<file path="config.mk">
export PLATFORM = sky130hd
export DESIGN_NAME = mod_updown_counter
export DESIGN_NICKNAME = d
export VERILOG_FILES = /design/src/rtl/mod_updown_counter.sv
export SDC_FILE = /design/constraint.sdc
export NUM_CORES = 1
export LEC_CHECK = 0
export CAP_MARGIN = 15
export CORE_AREA = 2 2 39 41
export CTS_CLUSTER_SIZE = 12
export DETAILED_ROUTE_END_ITERATION = 8
export DIE_AREA = 0 0 41 43
export GPL_ROUTABILITY_DRIVEN = 1
export PLACE_DENSITY = 0.55
export RECOVER_POWER = 100
export SLEW_MARGIN = 20
export SYNTH_ARGS = -nofsm -noshare
export SYNTH_HDL_FRONTEND = slang
export SYNTH_SLANG_ARGS = --single-unit
</file>
<file path="constraint.sdc">
create_clock -name CLK -period 2.05 [get_ports CLK]
set_clock_uncertainty 0.2 [all_clocks]
set_input_delay 0.41 -clock CLK [delete_from_list [all_inputs] [get_ports CLK]]
set_output_delay 0.41 -clock CLK [all_outputs]
set_load 0.02 [all_outputs]
</file>
<file path="src/rtl/mod_updown_counter.sv">
`default_nettype none
// ============================================================================
// Module   : mod_updown_counter
// Purpose  : Modulo-MODULUS up/down counter with enable, clear, clamped load,
//            optional saturation, end-crossing event pulse and AT_END flag.
// Revision : 1.0  initial release
// ============================================================================
module mod_updown_counter #(
    parameter int WIDTH    = 4,
    parameter int MODULUS  = 16,
    parameter bit SATURATE = 1'b0
) (
    input  logic             CLK,
    input  logic             RST_N,
    input  logic             CLR,
    input  logic             LOAD,
    input  logic [WIDTH-1:0] DIN,
    input  logic             EN,
    input  logic             DIR,
    output logic [WIDTH-1:0] COUNT,
    output logic             EVENT,
    output logic             AT_END
);

    localparam logic [WIDTH:0] c_MOD = (WIDTH + 1)'(MODULUS);
    localparam logic [WIDTH:0] c_MAX = (WIDTH + 1)'(MODULUS - 1);
    localparam logic [WIDTH:0] c_ONE = (WIDTH + 1)'(1);

    logic [WIDTH-1:0] count_q;
    logic [WIDTH-1:0] count_d;
    logic             event_q;
    logic             event_d;

    logic [WIDTH:0]   w_count_ext;
    logic [WIDTH:0]   w_inc;
    logic [WIDTH:0]   w_dec;
    logic [WIDTH:0]   w_din_ext;
    logic             w_at_max;
    logic             w_at_zero;

    // One extra bit keeps the top-end compare and the bottom-end borrow
    // exact even when MODULUS equals 2^WIDTH.
    assign w_count_ext = {1'b0, count_q};
    assign w_din_ext   = {1'b0, DIN};
    assign w_inc       = w_count_ext + c_ONE;
    assign w_dec       = w_count_ext - c_ONE;
    assign w_at_max    = (w_inc == c_MOD);
    assign w_at_zero   = w_dec[WIDTH];

    always_comb begin
        count_d = count_q;
        event_d = 1'b0;
        if (CLR) begin
            count_d = '0;
        end else if (LOAD) begin
            if (w_din_ext > c_MAX) begin
                count_d = c_MAX[WIDTH-1:0];
            end else begin
                count_d = DIN;
            end
        end else if (EN) begin
            if (DIR) begin
                if (w_at_max) begin
                    event_d = 1'b1;
                    if (!SATURATE) begin
                        count_d = '0;
                    end
                end else begin
                    count_d = w_inc[WIDTH-1:0];
                end
            end else begin
                if (w_at_zero) begin
                    event_d = 1'b1;
                    if (!SATURATE) begin
                        count_d = c_MAX[WIDTH-1:0];
                    end
                end else begin
                    count_d = w_dec[WIDTH-1:0];
                end
            end
        end
    end

    always_ff @(posedge CLK or negedge RST_N) begin
        if (!RST_N) begin
            count_q <= '0;
            event_q <= 1'b0;
        end else begin
            count_q <= count_d;
            event_q <= event_d;
        end
    end

    assign COUNT  = count_q;
    assign EVENT  = event_q;
    assign AT_END = DIR ? w_at_max : w_at_zero;

endmodule
`default_nettype wire

</file>
# Word-level counts from Yosys, hierarchy flattened

Index checks and enable logic that the tools add are counted.

Bits in latches: 0
RAM bits: 0
Register bits: 5
Output and inout port bits: 6
Bits in read-only memories: 0
Memories kept: 0

Divide/modulo/power cells: 0
$add $sub $neg: 2
Multipliers: 0
$lt $le $gt $ge: 1
Shift operators: 0
Multiplexer cells: 14
Equality and inequality tests: 1
Reductions and logical operators: 1
Bitwise operators: 0

Operator list:

| cell                  | number |
|---|---|
| $mux W4               | 7 |
| $mux W1               | 7 |
| $add A4 B1 Y5 const B | 1 |
| $eq A5 B5 Y1 const B  | 1 |
| $sub A4 B1 Y5 const B | 1 |
| $gt A4 B4 Y1 const B  | 1 |
| $reduce_bool A3 Y1    | 1 |

# Longest topological paths before layout

Depth in word-level cells: 7
Gate-level depth with buffers: 5
Depth with buffers taken out: 5

# Least setup slack after synthesis

OpenSTA, ideal clock, no wires.

Path kind: register -> output
Start point: register count_q[0] (netlist: COUNT[0])
End point: output port AT_END
Arrival: 1.264 ns
Required time: 1.440 ns
Buffers on the path: 0
Cell stages (with the launch flop): 5
Setup slack: 0.176 ns
Cell sequence: dfrtp_1 -> inv_1 -> ha_1 -> nor4b_1 -> a31o_2

Cells in the longest elaborated chain, start to end: 3

RTL lines:

| element                | RTL line | source |
|---|---|---|
| from (decl)            | 29       | `logic [WIDTH-1:0] count_q;` |
| from (signal assigned) | 89       | `count_q <= count_d;` |
| $add A4 B1 Y5          | 45       | `assign w_inc = w_count_ext + c_ONE;` |
| $eq A5 B5 Y1           | 47       | `assign w_at_max = (w_inc == c_MOD);` |
| $mux W1 (*)            | 96       | `assign AT_END = DIR ? w_at_max : w_at_zero;` |
| to (decl)              | 22       | `output logic AT_END` |

Every way passes the cells marked *; elsewhere a longest branch is shown, timed or not.

# Worst setup path in the final report

Start point: register count_q[2] (netlist: COUNT[2])
End point: output port AT_END

The elaborated chain is that of the path after synthesis.

==> qor.yml <==
tightest_slew_ns: 0.434
final_common_cell: "buf_4"
grt_pass1_vias: 439
status: "finished, final reports clean"
final_cell_mix: "buf_4 (9), clkdlybuf4s50_1 (7), dfrtp_1 (5)"
finalSetupTns_ns: 0
dp_hpwl_um: 834
p_per_area_mw_per_mm2: 519
viasPerCell: 4.97
drc_errors: 0
crit_path_start_kind: "flip-flop"
synth_top_area_cell: "dfrtp_1"
worst_ep_required_time_ns: 1.44
totalPowerFinal_w: 0.000342
fmax_ghz: 0.507
die_height_um: 43
p_leak_nw: 0.303
critPathMaxStageDelay_ns: 0.40
vdd_drop_max_v: 0.000256
nFillCells: 148
antenna_found_initial: 0
synth_compound_area_share_pct: 23.0
reg2reg_to: "COUNT[2]"
vias: 432
crit_path_frequent_cell: "buf_4"
rows: 14
hold_class: "in -> async"
relSlewSlack_pct: 70.3
pin_count: 16
root_buffer: "clkbuf_4"
rsz0062_at_grt: "no"
timing.rr.start: "COUNT[0]"
die_x_um: 41
final_antenna_net_count: 0
yosys_warnings: 0
yosysSeqAreaShare_pct: 32.4
worstSetupPathType: "reg -> out"
yosysUniqueCellTypes: 27
syn_area_um2: 387
path_delay_family: "flip-flops"
hold-worst-slack_ns: 0.262
clockBufferDepth: 2
wl_per_cell_um: 12.5
path_max_fanout: 7
syn_avg_cell_area_um2: 8.99
setup_viol: 0
worst-path-stages: 4
clk-insertion-delay-late_ns: 0.24
numCtsBuffers: 3
dp.cells: 83
grt_util_all_layers_pct: 15.2
ff2ff_setup_slack_ns: 0.29
place_congestion: 0.717
clock-sinks: 5
end_kind: "output pin"
cts_tree: "done"
grt_max_degree: 8
synthTopCellsByArea: "dfrtp_1 (32%), ha_1 (6.5%), a2111oi_0 (4.5%)"
muxShareOfSynthArea_pct: 2.91
fin_crit_ns: 1.97
drive_gt1_share_pct: 28.2
final-hold-violation-count: 0
synth_simple_gate_area_share_pct: 30.1
dieArea_mm2: 0.00176
synth_top_area_share_pct: 32.4
cp_data_arrival_time_ns: 1.36
layout.nets: 84
dpl_cell_area_um2: 627
syn-num-nets: 55
synthCells: 43
first_iter_violations: 3
synth_top_family_by_area: "simple AND/OR/NAND/NOR gates"
reg2reg_depth: 5
fin_area_um2: 659
drv_cap: 0
endpoint: "AT_END"
drt-total-wl_um: 1090
synth_seq_cells: 5
critPathLaunch: "COUNT[2]"
core_mm2: 0.00138
synth_xor_area_share_pct: 0
maxSlewViolCount: 0
grt_pass1_wl_um: 1770
first_pass_iters: 2
area_delta_synth_final_pct: 70.5
ctsHtreeMaxLevel: 1
antenna_cells: 0
port_buffers: 15
crit_slowest_cell: "dfrtp_1"
path_buf_inv: 2
synthAdderAreaFrac_pct: 6.47
postCtsHoldBufs: 0
cp_cell_sequence: "buf_4 -> and4_4 -> a31o_2 -> buf_4"
finalCritPeriodShare_pct: 96.2
instances_no_fill: 87
grt_overflow: 0
initial_core_util_pct: 27.9
path_clk_slew_ns: 0.04
## worst reg2reg max path: cells and delay by family, from the launching register on
family	cells	cell delay, ns
muxes	1	0.28
and+or+nand+nor	1	0.16
adders and majority gates	1	0.19
buffers and inverters	1	0.16
DFF	1	0.37
AOI/OAI and AO/OA	1	0.34
## synthesized netlist by cell type
master	n
o21bai_1	1
nor4b_1	1
nor4_1	1
or2b_1	1
and4_4	1
o21ai_0	1
o211ai_1	2
nor2b_1	1
nor2_1	1
nand3_1	1
mux2_2	1
nand2_1	3
a21oi_1	3
and3b_1	1
ha_1	2
a31o_2	1
nand2b_1	1
nand3b_1	2
or2_2	1
o211a_1	1
dfrtp_1	5
buf_2	1
a2111oi_0	2
nor3b_1	2
inv_1	4
nor3_1	1
a2111oi_1	1
## how the worst min path moves through the flow
stage,from,end,slack (ns),cells after the start
after global routing,RST_N,COUNT[3],0.27,1
after floorplan,RST_N,COUNT[0],-0.09,0
after CTS,RST_N,COUNT[2],0.19,1
after global placement,RST_N,EVENT,0.45,1
after detailed placement,RST_N,EVENT,0.44,1
final,RST_N,COUNT[2],0.26,1
## flip-flops by register name (all words and copies together) (netlist names)
signal and flops:
COUNT 4, EVENT 1
## layer usage
| layer | track usage (%) | part of all wire (%) | wire [µm] | up-vias |
|---|---|---|---|---|
| li1 | - | - | - | 220 |
| met1 | 18.5 | 45 | 491 | 204 |
| met2 | 23.8 | 51 | 550 | 8 |
| met3 | 3.14 | 4.1 | 44 | 0 |
| met4 | 8.00 | 0 | 0 | 0 |
| met5 | 0 | 0 | 0 | - |
## logic make-up after synthesis
family	Yosys count
and+or+nand+nor	18
AOI/OAI and AO/OA	12
buffers and inverters	5
DFF	5
adders and majority gates	2
muxes	1
## report_power, final
| part | internal, W | switching [W] |
|---|---|---|
| Sequential | 0.000105 | 0.00000501 |
| Combinational | 0.0000647 | 0.0000573 |
| Clock | 0.0000733 | 0.0000362 |
## area by class of cell
cell class                      instances  area (µm²)  area share [%]
Multi-Input combinational cell         33         270            41.0
Timing Repair Buffer                   25         203            30.7
Sequential cell                         5         125            19.0
Clock buffer                            4        26.3            3.98
Tap cell                               16        20.0            3.04
Inverter                                4        15.0            2.28
## what timing repair did
item	CTS	global route
setup endpoints to repair	1	3
pin swaps	0	1
setup buffers	0	0
resized for setup	7	6
## metrics by stage
| stage | setup WS [ns] | utilization [%] |
|---|---|---|
| final | 0.0783 | 47.6 |
| after CTS | 0.0232 | 47.8 |
| after global placement | -0.530 | 45.3 |
| after detailed placement | -0.553 | 45.3 |
| after global routing | 0.00487 | 47.6 |
| after floorplan | 0.176 | - |
(Power assumes the default switching activity.)
